<file path="src/rtl/core_pkg.sv">
// Shared core definitions: control-vector layout, ALU op codes
// and architectural constants used across pipeline stages.
package core_pkg;

  localparam int CTRL_W = 9;

  localparam int CTRL_REGWRITE = 8;
  localparam int CTRL_MEMTOREG = 7;
  localparam int CTRL_MEMREAD  = 6;
  localparam int CTRL_MEMWRITE = 5;
  localparam int CTRL_ALUSRC   = 4;
  localparam int CTRL_REGDST   = 3;
  localparam int CTRL_ALUOP    = 0;
  localparam int ALUOP_W       = 3;

  typedef enum logic [ALUOP_W-1:0] {
    ALU_ADD   = 3'd0,
    ALU_SUB   = 3'd1,
    ALU_AND   = 3'd2,
    ALU_OR    = 3'd3,
    ALU_SLT   = 3'd4,
    ALU_RTYPE = 3'd7
  } aluOp_t;

  localparam int REG_ZERO = 0;

endpackage

</file>
<file path="src/rtl/load_use_detect.sv">
// Load-use hazard detect: a valid load in EX whose destination
// is read by the instruction currently in ID.
import core_pkg::*;

module load_use_detect #(
  parameter int RW = 5
) (
  input  logic              idExValid,
  input  logic [CTRL_W-1:0] idExCtrl,
  input  logic [RW-1:0]     idExRt,
  input  logic [RW-1:0]     ifIdRs,
  input  logic [RW-1:0]     ifIdRt,
  input  logic              ifIdUsesRt,
  output logic              hazard
);

  logic rtNonZero;
  logic rsMatch;
  logic rtMatch;

  assign rtNonZero = idExRt != RW'(REG_ZERO);
  assign rsMatch   = idExRt == ifIdRs;
  assign rtMatch   = ifIdUsesRt && (idExRt == ifIdRt);

  assign hazard = idExValid
               && idExCtrl[CTRL_MEMREAD]
               && rtNonZero
               && (rsMatch || rtMatch);

endmodule

</file>
<file path="src/rtl/id_ex_stage.sv">
// ID/EX pipeline register with load-use bubble insertion,
// WB write-through on capture and a saturating bubble counter.
import core_pkg::*;

module id_ex_stage #(
  parameter int DW = 32,
  parameter int RW = 5,
  parameter int CW = 16
) (
  input  logic              clk_i,
  input  logic              rst_i,
  input  logic [RW-1:0]     IfId_rs_i,
  input  logic [RW-1:0]     IfId_rt_i,
  input  logic [RW-1:0]     IfId_rd_i,
  input  logic              IfId_usesRt_i,
  input  logic [CTRL_W-1:0] Ctrl_i,
  input  logic [DW-1:0]     RsData_i,
  input  logic [DW-1:0]     RtData_i,
  input  logic [DW-1:0]     Imm_i,
  input  logic [RW-1:0]     MemWb_rd_i,
  input  logic              MemWb_Wb_i,
  input  logic [DW-1:0]     MemWb_data_i,
  input  logic              Flush_i,
  input  logic              Stall_i,
  output logic              Hazard_o,
  output logic [CTRL_W-1:0] IdEx_ctrl_o,
  output logic              IdEx_valid_o,
  output logic [RW-1:0]     IdEx_rs_o,
  output logic [RW-1:0]     IdEx_rt_o,
  output logic [RW-1:0]     IdEx_rd_o,
  output logic [DW-1:0]     IdEx_rsData_o,
  output logic [DW-1:0]     IdEx_rtData_o,
  output logic [DW-1:0]     IdEx_imm_o,
  output logic [CW-1:0]     BubbleCnt_o
);

  logic          bubble;
  logic          wbHit;
  logic          rsWt;
  logic          rtWt;
  logic [DW-1:0] rsIn;
  logic [DW-1:0] rtIn;

  load_use_detect #(.RW(RW)) uLud (
    .idExValid  (IdEx_valid_o),
    .idExCtrl   (IdEx_ctrl_o),
    .idExRt     (IdEx_rt_o),
    .ifIdRs     (IfId_rs_i),
    .ifIdRt     (IfId_rt_i),
    .ifIdUsesRt (IfId_usesRt_i),
    .hazard     (Hazard_o)
  );

  assign bubble = Flush_i || Hazard_o;

  // r0 writes are architecturally dropped, so never bypass them
  assign wbHit = MemWb_Wb_i && (MemWb_rd_i != RW'(REG_ZERO));
  assign rsWt  = wbHit && (MemWb_rd_i == IfId_rs_i);
  assign rtWt  = wbHit && (MemWb_rd_i == IfId_rt_i);
  assign rsIn  = rsWt ? MemWb_data_i : RsData_i;
  assign rtIn  = rtWt ? MemWb_data_i : RtData_i;

  always_ff @(posedge clk_i) begin
    if (rst_i) begin
      IdEx_ctrl_o   <= '0;
      IdEx_valid_o  <= 1'b0;
      IdEx_rs_o     <= '0;
      IdEx_rt_o     <= '0;
      IdEx_rd_o     <= '0;
      IdEx_rsData_o <= '0;
      IdEx_rtData_o <= '0;
      IdEx_imm_o    <= '0;
      BubbleCnt_o   <= '0;
    end else if (Stall_i) begin
      BubbleCnt_o   <= BubbleCnt_o;
    end else if (bubble) begin
      IdEx_ctrl_o   <= '0;
      IdEx_valid_o  <= 1'b0;
      IdEx_rs_o     <= '0;
      IdEx_rt_o     <= '0;
      IdEx_rd_o     <= '0;
      IdEx_rsData_o <= '0;
      IdEx_rtData_o <= '0;
      IdEx_imm_o    <= '0;
      if (BubbleCnt_o != '1) begin
        BubbleCnt_o <= BubbleCnt_o + CW'(1);
      end
    end else begin
      IdEx_ctrl_o   <= Ctrl_i;
      IdEx_valid_o  <= 1'b1;
      IdEx_rs_o     <= IfId_rs_i;
      IdEx_rt_o     <= IfId_rt_i;
      IdEx_rd_o     <= IfId_rd_i;
      IdEx_rsData_o <= rsIn;
      IdEx_rtData_o <= rtIn;
      IdEx_imm_o    <= Imm_i;
    end
  end

endmodule

</file>
<file path="config.mk">
export PLATFORM = sky130hd
export DESIGN_NAME = id_ex_stage
export DESIGN_NICKNAME = d
export VERILOG_FILES = /design/src/rtl/core_pkg.sv /design/src/rtl/load_use_detect.sv /design/src/rtl/id_ex_stage.sv
export SDC_FILE = /design/constraint.sdc
export NUM_CORES = 1
export LEC_CHECK = 0
export CORE_MARGIN = 5
export CORE_UTILIZATION = 41
export DETAILED_ROUTE_END_ITERATION = 10
export HOLD_SLACK_MARGIN = 0.03
export PLACE_DENSITY = 0.82
export SLEW_MARGIN = 25
export SYNTH_ARGS = -nofsm -noshare
export SYNTH_HDL_FRONTEND = slang
export SYNTH_HIERARCHICAL = 1
export SYNTH_SLANG_ARGS = --single-unit
export TNS_END_PERCENT = 100
</file>
<file path="constraint.sdc">
create_clock -name clk_i -period 3.1 [get_ports clk_i]
set_input_delay 0.62 -clock clk_i [delete_from_list [all_inputs] [get_ports clk_i]]
set_output_delay 0.62 -clock clk_i [all_outputs]
set_load 0.01 [all_outputs]
</file>
Yosys cells after proc, flatten, opt, wreduce, memory -nomap -nowiden --
Index checks and enable logic that the tools add are counted.
Cells by class: add/subtract/negate cells 1, equality and inequality tests 5, mux-type cells 10, bitwise logic cells 1, reductions and logical operators 12
Operator list (number):
- two-way mux 32 bit | 5
- == test 5 bit | 4
- adder 16 x 1 -> 16 bit, second input constant | 1
- != test 16 bit, second input constant | 1
- two-way mux 5 bit | 3
- nonzero test 5 bit | 2
- two-way mux 9 bit | 1
- logical AND 1 bit | 7
- AND reduction 3 bit | 1
- logical OR 1 bit | 2
- two-way mux 1 bit | 1
- NOT 1 bit | 1
Word-level totals: register bits after elaboration 137, input bits 163, logic and storage cells 38

Depth between registers and ports, before layout --
depth after elaboration 6, depth in mapped cells 9, depth with buffers taken out 8

Modules after synthesis --
The synthesis kept the hierarchy.
Modules (own cells, without submodules):
- id_ex_stage | times used 1, cells an instance 673, area an instance 5924.4 µm², seq. area each 2742.6 µm²
- load_use_detect | times used 1, cells an instance 17, area an instance 133.9 µm², seq. area each 0.0 µm²

Worst setup path before layout --
No wires, ideal clock.
kind input -> register, from input port IfId_rt_i[2], to register BubbleCnt_o[13], library setup time 0.121 ns, arrival 2.623 ns, data required time 2.979 ns, path slack 0.356 ns, stages on the path 9, path buffers 1, cells stage by stage xor2_1 nor4_1 nand3_1 a21oi_1 o21ba_1 buf_2 nand3_1 nor4_1 mux2_2
On the way: cells in the longest elaborated chain, start to end 6
Ends and longest elaborated chain:
- start, declared | RTL line id_ex_stage.sv:13 | input logic [RW-1:0] IfId_rt_i,
- == test 5 bit | RTL line load_use_detect.sv:23 | assign rtMatch = ifIdUsesRt && (idExRt == ifIdRt);
- logical AND 1 bit | RTL line load_use_detect.sv:23
- logical OR 1 bit | RTL line load_use_detect.sv:28 | && (rsMatch || rtMatch);
- logical AND 1 bit | RTL line load_use_detect.sv:28
- via Hazard_o | RTL line id_ex_stage.sv:25 | output logic Hazard_o,
- logical OR 1 bit | RTL line id_ex_stage.sv:54 | assign bubble = Flush_i || Hazard_o;
- AND reduction 3 bit (no source line)
- end signal, assigned | RTL line id_ex_stage.sv:75 | BubbleCnt_o <= BubbleCnt_o;
- end signal, assigned | RTL line id_ex_stage.sv:86 | BubbleCnt_o <= BubbleCnt_o + CW'(1);
- end, declared | RTL line id_ex_stage.sv:34 | output logic [CW-1:0] BubbleCnt_o
The timed path passes the listed nets, and every way through them passes these cells. A chain may end at the register's enable or synchronous reset.

Final worst setup path --
from input port IfId_rt_i[2], to output port Hazard_o
On the way: cells in the longest elaborated chain, start to end 4
Ends and longest elaborated chain (RTL line):
- == test 5 bit | load_use_detect.sv:23
- logical AND 1 bit | load_use_detect.sv:23
- logical OR 1 bit | load_use_detect.sv:28
- logical AND 1 bit | load_use_detect.sv:28
- end, declared | id_ex_stage.sv:25
No other way between the ends.

==> flow_metrics.py <==
metrics = {
    "global_route": {
        "grt_pass1_vias": 6265,
        "grtUsageMet1_pct": 29.07,
        "grt_util_met3_pct": 7.836,
        "grt_overflow": 0,
        "use_met2_pct": 39.45,
        "grt_pass1_wl_mm": 33.83,
        "grt_max_degree": 71,
        "grt_usage_pct": 23.90,
        "grt_antenna_before_repair": 2,
        "grt.busiest_layer": "met2",
    },
    "sta": {
        "hold_viol_final": 0,
        "hold_ws_ps": 461.4,
        "fin_skew_ps": 6.502,
        "slew_headroom_pct": 52.64,
        "setup-tns-final_ps": 0,
        "post-route-min-period_ps": 2977,
        "worstMarginPinSlew_ps": 710.5,
        "fmax_mhz": 335.9,
        "final_max_slew_viol_count": 0,
        "setup_viol": 0,
        "post-route-period-util_pct": 96.03,
    },
    "layout": {
        "fin_area_um2": 9888,
        "layout-area-overhead-vs-synth_pct": 63.22,
        "nets": 1135,
        "utilization_pct": 68.04,
        "drive_gt1_share_pct": 10.67,
    },
    "placement": {
        "place_area_um2": 9290,
        "port_buffers": 300,
        "hpwl_mm": 15.27,
        "gp_congestion": 0.8703,
    },
    "yosys": {
        "yosys-top-cells-count": "dfxtp_1 (137), nand2_1 (133), o211ai_1 (66), nor2_1 (63), a22oi_1 (56)",
        "syn-num-nets": 854,
        "syn-instance-count": 690,
        "yosysMostFrequentCell": "dfxtp_1",
        "synth_top_area_share_pct": 45.27,
        "synth.area.top_cells": "dfxtp_1 (45%), nand2_1 (8.2%), o211ai_1 (8.2%), a22oi_1 (6.9%), o211ai_2 (6.6%)",
        "ys_seq_area_share_pct": 45.27,
        "synth_edf_count": 0,
        "syn_area_um2": 6058,
        "ys_warn_count": 6,
        "ys_types": 38,
        "synth.avg_cell_area_um2": 8.780,
        "synth_top_cell_by_area": "dfxtp_1",
        "synth_top_flop_cell": "dfxtp_1",
        "synth_seq_cells": 137,
        "async_flop_share_pct": 0,
    },
    "clocking": {
        "cts_tree": "yes",
        "insertion_delay_ps": 420,
        "cts_htree_levels": 4,
        "clk_path_buf_depth": 2,
        "cts.sinks": 137,
        "numCtsBuffers": 17,
        "root_buffer": "clkbuf_16",
        "clk_pin_slew_ps": 50,
    },
    "critical_path": {
        "criticalPathCategory": "in -> out",
        "critical_path_required_ps": 2480,
        "cp.arrival_ps": 2360,
        "crit_path_start_kind": "input port",
        "cp_max_fo": 2,
        "end_kind": "output port",
    },
    "job": {
        "maxCapViolations": 0,
    },
    "floorplan": {
        "die_y_um": 131.6,
        "die-width_um": 131.6,
        "core_area_um2": 14530,
        "rows": 44,
        "start_util_pct": 41.68,
        "ios": 301,
        "die_area_um2": 17310,
    },
    "status": {
        "status": "finished clean",
    },
    "route": {
        "drcViolationCount": 0,
        "routed_via_density": 5.469,
        "ant_nets": 0,
        "firstDrtPassIters": 4,
        "wl_mm": 21.51,
        "routedWlPerCell_um": 18.40,
        "vias": 6393,
        "drt_iter0_drc": 429,
    },
    "pwr": {
        "peakVddDrop_uv": 360.1,
        "power_density_nw_per_um2": 460.0,
        "p_leak_nw": 3.593,
    },
    "min_path": {
        "hold_class": "reg -> reg",
    },
}
[layer usage]
layer	up-vias	wire (µm)
li1	3073	-
met1	3011	8734
met2	266	10380
met3	41	1853
met4	2	533
met5	-	7
[report_power, final]
part	internal, mW	total, mW	switching [mW]
sequential	1.83	1.87	0.0381
clock	1.26	2.00	0.738
combinational	0.387	0.683	0.295
total	3.48	4.55	1.07
[layout make-up]
| class | count | area (µm²) |
|---|---|---|
| Timing Repair Buffer | 328 | 3278 |
| Inverter | 2 | 7.507 |
| Multi-Input combinational cell | 485 | 3043 |
| Sequential cell | 137 | 2743 |
| Clock buffer | 24 | 491.7 |
| Fill cell | 1128 | 4646 |
| Tap cell | 184 | 230.2 |
| Clock inverter | 8 | 92.59 |
| Antenna cell | 1 | 2.502 |
[worst max-delay path, cell delays in order]
cell and delay [ps]:
clkdlybuf4s50_1 430, xor2_1 150, nor4_1 270, nand3_1 130, a21oi_2 170, clkdlybuf4s50_1 570
[per-stage QoR]
stage | power (mW) | setup slack [ps] | instances
floorplan | 2.148 | 355.9 | 690
global placement | 2.576 | -33.10 | 1135
detailed placement | 2.585 | -4.057 | 1135
CTS | 4.598 | 66.04 | 1167
global route | 4.719 | -13.19 | 1169
finish | 4.548 | 123.0 | 1169
[repair_timing]
| item | CTS | global route |
|---|---|---|
| endpoints found under the setup margin | 1 | 1 |
| buffers inserted | 0 | 1 |
| gates resized for setup | 1 | 0 |
| pin swaps | 0 | 1 |
| hold buffers | 0 | 0 |
[placed cells by master, fill, tap and decap left out, types with 13 or more instances in the layout]
master,n
nand2_1,133
nor2_1,63
xnor2_1,13
o211ai_2,32
buf_4,22
clkbuf_16,17
o211ai_1,66
clkdlybuf4s50_1,298
nand4_1,37
a22oi_1,56
a21oi_1,13
dfxtp_1,137
[kinds of logic (layout without fill, tap and decap cells)]
family | count (synthesis) | count (layout) | share of synthesized area [%]
buffers and inverters | 68 | 362 | 4.874
and+or+nand+nor | 275 | 275 | 20.67
AOI/OAI and AO/OA | 181 | 181 | 24.64
muxes | 8 | 8 | 1.446
xor gates and xnor gates | 20 | 20 | 2.891
DFF | 137 | 137 | 45.27
other | 0 | 1 | 0
adders and majority gates | 1 | 1 | 0.2065
[final timing paths]
| kind | startpoint | endpoint | slack, ps | cells after the start |
|---|---|---|---|---|
| max | IfId_rt_i[2] | Hazard_o | 120 | 6 |
| min | IdEx_rtData_o[1] | IdEx_rtData_o[1] | 460 | 2 |
| max reg2reg | IdEx_rt_o[3] | IdEx_rsData_o[18] | 620 | 10 |
| min reg2reg | IdEx_rtData_o[1] | IdEx_rtData_o[1] | 460 | 2 |
[state kept, by name (all words and copies together) (netlist names)]
name           cells
IdEx_rt_o          5
IdEx_ctrl_o        9
IdEx_rd_o          5
IdEx_rtData_o     32
IdEx_rs_o          5
IdEx_rsData_o     32
IdEx_imm_o        32
BubbleCnt_o       16
IdEx_valid_o       1
(Power assumes the default switching activity.)
